===== src/rtl/mem_bus_port.sv =====
// Bridge from the cartridge CPU bus to one mapper memory port (ROM or BRAM).
// All state advances on the falling clock edge; rst is asynchronous, active high.
module mem_bus_port #(
  parameter int unsigned ADDR_W   = 23,
  parameter int unsigned DATA_W   = 16,
  parameter int unsigned WIN_BIT  = 21,
  parameter int unsigned WIN_VAL  = 0,
  parameter int unsigned WRITABLE = 1,
  parameter int unsigned READ_LAT = 1
) (
  input  logic              clk,
  input  logic              rst,
  input  logic [ADDR_W-1:0] cpu_addr,
  input  logic [DATA_W-1:0] cpu_data,
  input  logic              cpu_ce_n,
  input  logic              cpu_oe_n,
  input  logic              cpu_we_lo_n,
  input  logic              cpu_we_hi_n,
  output logic [ADDR_W-1:0] mem_addr,
  output logic [DATA_W-1:0] mem_dati,
  output logic              mem_oe,
  output logic              mem_we_lo,
  output logic              mem_we_hi,
  input  logic [DATA_W-1:0] mem_dato,
  output logic              sel,
  output logic [DATA_W-1:0] rd_data,
  output logic              rd_valid
);

  localparam logic [1:0] LAT_LAST = 2'(READ_LAT - 1);

  logic              hit_raw;
  logic              hit_s1, hit_s2;
  logic              rd_s1, rd_s2;
  logic [ADDR_W-1:0] addr_s1, addr_s2;
  logic [1:0]        lat_cnt;

  assign hit_raw = !cpu_ce_n && (cpu_addr[WIN_BIT] == 1'(WIN_VAL));

  // Address travels through the same two stages as the strobes so they line up.
  always_ff @(negedge clk or posedge rst) begin
    if (rst) begin
      hit_s1  <= 1'b0;
      hit_s2  <= 1'b0;
      rd_s1   <= 1'b0;
      rd_s2   <= 1'b0;
      addr_s1 <= '0;
      addr_s2 <= '0;
    end else begin
      hit_s1  <= hit_raw;
      hit_s2  <= hit_s1;
      rd_s1   <= !cpu_oe_n;
      rd_s2   <= rd_s1;
      addr_s1 <= cpu_addr;
      addr_s2 <= addr_s1;
    end
  end

  assign sel      = hit_s2 && rd_s2;
  assign mem_oe   = sel;
  assign mem_addr = addr_s2;

  always_ff @(negedge clk or posedge rst) begin
    if (rst) begin
      lat_cnt  <= '0;
      rd_valid <= 1'b0;
      rd_data  <= '0;
    end else if (!sel) begin
      lat_cnt  <= '0;
      rd_valid <= 1'b0;
    end else if (!rd_valid) begin
      if (lat_cnt == LAT_LAST) begin
        rd_valid <= 1'b1;
        rd_data  <= mem_dato;
      end else begin
        lat_cnt <= lat_cnt + 2'd1;
      end
    end
  end

  generate
    if (WRITABLE != 0) begin : g_wr
      logic [DATA_W-1:0] data_s1, data_s2;
      logic [2:0]        lo_sr, hi_sr;
      logic              lo_arm, hi_arm;
      logic              lo_fire, hi_fire;
      logic              we_lo_q, we_hi_q;
      logic [DATA_W-1:0] dati_q;

      // arm only sets once the raw strobe is seen released, so a strobe still
      // held low across reset cannot produce a pulse afterwards
      assign lo_fire = (lo_sr == 3'b011) && lo_arm && hit_s2;
      assign hi_fire = (hi_sr == 3'b011) && hi_arm && hit_s2;

      always_ff @(negedge clk or posedge rst) begin
        if (rst) begin
          data_s1 <= '0;
          data_s2 <= '0;
          lo_sr   <= '0;
          hi_sr   <= '0;
          lo_arm  <= 1'b0;
          hi_arm  <= 1'b0;
          we_lo_q <= 1'b0;
          we_hi_q <= 1'b0;
          dati_q  <= '0;
        end else begin
          data_s1 <= cpu_data;
          data_s2 <= data_s1;
          lo_sr   <= {lo_sr[1:0], !cpu_we_lo_n};
          hi_sr   <= {hi_sr[1:0], !cpu_we_hi_n};
          if (cpu_we_lo_n) lo_arm <= 1'b1;
          if (cpu_we_hi_n) hi_arm <= 1'b1;
          we_lo_q <= lo_fire;
          we_hi_q <= hi_fire;
          if (lo_fire || hi_fire) dati_q <= data_s2;
        end
      end

      assign mem_we_lo = we_lo_q;
      assign mem_we_hi = we_hi_q;
      assign mem_dati  = dati_q;
    end else begin : g_ro
      assign mem_we_lo = 1'b0;
      assign mem_we_hi = 1'b0;
      assign mem_dati  = '0;
    end
  endgenerate

endmodule


===== config.mk =====
export PLATFORM = sky130hd
export DESIGN_NAME = mem_bus_port
export DESIGN_NICKNAME = d
export VERILOG_FILES = /design/src/rtl/mem_bus_port.sv
export SDC_FILE = /design/constraint.sdc
export NUM_CORES = 1
export LEC_CHECK = 0
export CORE_MARGIN = 5
export CORE_UTILIZATION = 49
export CTS_CLUSTER_DIAMETER = 80
export DETAILED_ROUTE_END_ITERATION = 12
export PLACE_DENSITY_LB_ADDON = 0.12
export SYNTH_ARGS = -nofsm -noshare
export SYNTH_HDL_FRONTEND = slang
export SYNTH_SLANG_ARGS = --single-unit

===== constraint.sdc =====
create_clock -name clk -period 9.91 [get_ports clk]
set_input_delay 1.982 -clock clk [delete_from_list [all_inputs] [get_ports clk]]
set_output_delay 1.982 -clock clk [all_outputs]
set_load 0.02 [all_outputs]

## Yosys cells after proc, flatten, opt, wreduce, memory -nomap -nowiden

Index checks and enable logic that the tools add are counted.

- Register bits: 127
- Input bits: 61
- Output and inout bits: 60
- Logic and storage cells: 45

- $add $sub $neg: 1
- Eq/ne operators: 4
- Muxes and demuxes: 6
- Bitwise logic cells: 2
- Reductions and logical operators: 14

Operators with widths:

| kind | count |
|---|---|
| equality test 3 x 2 -> 1 bit (second input constant) | 2 |
| logical AND 1 bit | 6 |
| 2-to-1 mux 2 bit | 3 |
| logical NOT 1 bit | 4 |
| inequality test 2 bit (second input constant) | 2 |
| 2-to-1 mux 1 bit | 3 |
| AND reduction 3 bit | 1 |
| adder 2 x 1 -> 2 bit (second input constant) | 1 |
| logical NOT 2 bit | 1 |
| inverter 1 bit | 2 |
| AND reduction 2 bit | 1 |
| logical OR 1 bit | 1 |

## Logic depth before layout (Yosys ltp)

- Word-level depth: 4
- Depth in mapped cells: 5
- Gate-level depth less buffers: 5

==> run_results.csv <==
group,metric,value,unit
die,start_util,0.499,
global_routing,grt_pass1_vias,2274,
final_layout,areaGrowthSynthToFinish,50.8,%
timing,setup_violations,0,
worst_setup_path,worstSetupStartpointType,"flip-flop",
final_layout,drive_gt1_frac,0.215,
pwr,switchingPower,330,µW
pwr,power_frac_seq,0.422,
worst_setup_path,r2r-start,"g_wr.lo_sr[2]",
pwr,p_clk_frac,0.434,
clock_tree,cts_max_level,4,
worst_setup_path,reg2reg_to,"mem_dati[14]",
worst_setup_path,worstPathMaxFanout,5,
yosys,syn_area,0.00382,mm²
timing,timing.slew.headroom,0.388,
status,outcome,"finished, final reports clean",
timing,hold_viol_final,0,
worst_setup_path,path_buf_inv,2,
worst_setup_path,crit_family,"buffers and inverters",
timing,tns,0,ns
pwr,total_power,1.41,mW
drt,postRouteWirelength,6920,µm
yosys,yosysTopAreaCell,"dfrtn_1",
die,die-area,0.00966,mm²
placement,dp_cells,409,
yosys,synth_area_leaders,"dfrtn_1, mux2_4, mux2_2",
yosys,ys_seq_area_frac,0.832,
clock_tree,clockBufferDepth,2,
worst_setup_path,reg2reg_depth,3,
worst_setup_path,slowest_stage,"clkdlybuf4s50_1",
pwr,pwr-share-comb,0.144,
pwr,p_per_area,246,mW/mm²
yosys,yosys.cell_types.count,19,
worst_setup_path,end_kind,"output pin",
clock_tree,clkSinkCount,127,
drt,drt_iter0_drc,58,
yosys,yosys.area.top_type_share,0.832,
die,ios,121,
worst_setup_path,crit_chain,"nand2_1, inv_1, clkdlybuf4s50_1",
clock_tree,cts_repair_resize_count,0,
yosys,yosys-top-cells-count,"dfrtn_1, mux2_4, mux2_2",
global_routing,grt_usage,0.157,
yosys,synth_flop_cell,"dfrtn_1",
global_routing,grt_overflow,0,
worst_setup_path,required,7.93,ns
final_layout,final_cells,441,
min_path,hp-start,"g_wr.data_s1[3]",
clock_tree,hold_buffers,0,
placement,place_congestion,0.689,
yosys,synth_fp_nets,249,
min_path,min_path_cells,0,
global_routing,antenna_found_initial,0,
final_layout,nets,388,
drt,vias,1936,
drt,postRouteAntennaNets,0,
clock_tree,cts.clk_slew.worst_paths,0.04,ns
worst_setup_path,critPathMaxStageDelay,0.60,ns
die,rows,32,
worst_setup_path,crit_type,"reg2out",
clock_tree,cts_tree,"built",
global_routing,grt_pass1_wl,11500,µm
clock_tree,numCtsBuffers,17,
yosys,synthCells,187,
die,die_w,98.3,µm
drt,vias_per_cell,4.39,
worst_setup_path,crit_arrival,6.77,ns
timing,fin_skew,0.00502,ns
clock_tree,post-cts-setup-buffers,0,
yosys,synth-edff-count,0,
pwr,p_int,1.09,mW
placement,io_buffers,120,
pwr,ir_worst_vdd,160,µV
die,floorplan.die.height,98.3,µm
yosys,synth.most_common_cell,"dfrtn_1",
die,core,0.00765,mm²
final_layout,utilization,0.753,
min_path,min_to,"g_wr.data_s2[3]",
yosys,syn-mean-instance-area,20.4,µm²
yosys,yosys_warnings,0,
drt,route.detailed.drc,0,
final_layout,diodes,0,
yosys,synth-async-reset-ratio,1.00,
timing,drv_slew,0,
yosys,ys_ff_latch,127,
clock_tree,cts.root.buffer_cell,"clkbuf_8",
timing,rsz0062_at_grt,"false",
pwr,p_leak,2.60,nW
drt,first_pass_iters,3,
pwr,swShare,0.233,
min_path,hp-class,"reg2reg",
worst_setup_path,r2r_slack,8.15,ns
global_routing,grt_max_degree,47,
drt,wl_per_cell,15.7,µm
placement,place_hpwl,4730,µm
timing,worst_slew_pin_slew,0.915,ns
job,max_cap_violations,0,
clock_tree,clock_latency,0.43,ns
[flip-flops by register name (all words and copies together), names as in the netlist, 2 cells and up]
register,cells
g_wr.lo_sr,3
rd_data,16
g_wr.data_s2,16
mem_addr,23
mem_dati,16
g_wr.hi_sr,3
lat_cnt,2
g_wr.data_s1,16
addr_s1,23
[cell usage in the layout, fill, tap and decap left out, drive strengths merged]
cell type,Yosys,routed
a21oi,1,1
and2,2,2
and4b,2,2
buf,3,3
bufinv,0,3
clkbuf,0,18
clkdlybuf4s50,0,120
clkinv,0,5
clkinvlp,0,4
dfrtn,127,127
ha,1,1
inv,7,9
mux2,32,32
nand2,2,2
nand4b,1,1
nor2,4,4
o21ai,2,2
or2,2,2
xnor2,1,1
[power by group through the flow]
stage	registers (mW)	logic (mW)	clock network (mW)
after global routing	0.603	0.215	0.651
after CTS	0.598	0.208	0.629
final	0.597	0.204	0.614
after global placement	0.602	0.204	0
after detailed placement	0.605	0.206	0
after floorplan	0.648	0.0512	0
[through the flow]
step | cell area, µm² | setup slack, ns | hold slack (ns)
2_1_floorplan | 3820 | 1.51 | 0.292
3_3_place_gp | 5150 | 1.61 | 0.292
3_5_place_dp | 5150 | 1.59 | 0.295
4_1_cts | 5760 | 1.12 | 0.290
5_1_grt | 5760 | 1.06 | 0.291
6_report | 5760 | 1.16 | 0.289
[final cells by class]
| type | instances | area (µm²) |
|---|---|---|
| Inverter | 7 | 30.0 |
| Multi-Input combinational cell | 50 | 576 |
| Clock buffer | 18 | 428 |
| Clock inverter | 14 | 183 |
| Tap cell | 102 | 128 |
| Sequential cell | 127 | 3180 |
| Fill cell | 476 | 1890 |
| Timing Repair Buffer | 123 | 1240 |
[how the worst max path moves through the flow]
stage,from,to,slack (ns),cells after the start
after floorplan,rst,addr_s1[0],1.51,1
after global placement,hit_s2,sel,1.61,3
after detailed placement,hit_s2,sel,1.59,3
after CTS,hit_s2,sel,1.12,3
after global routing,hit_s2,sel,1.06,3
final,hit_s2,sel,1.16,3
[cells by family (layout without fill, tap and decap cells)]
logic type,Yosys count,in the layout,share of synthesized area
AO/OA/AOI/OAI,3,3,0.00688
multiplexers,32,32,0.114
buffers and inverters,10,162,0.0170
flip-flops,127,127,0.832
AND/OR/NAND/NOR,13,13,0.0242
adder cells (fa/ha/maj),1,1,0.00328
XOR/XNOR,1,1,0.00229
[metal layers]
layer / wire, µm / GRT usage
met2: 3450 / 0.251
met1: 2710 / 0.180
met3: 706 / 0.0821
met4: 55 / 0.0599
met5: 0 / 0
(Power assumes the default switching activity.)
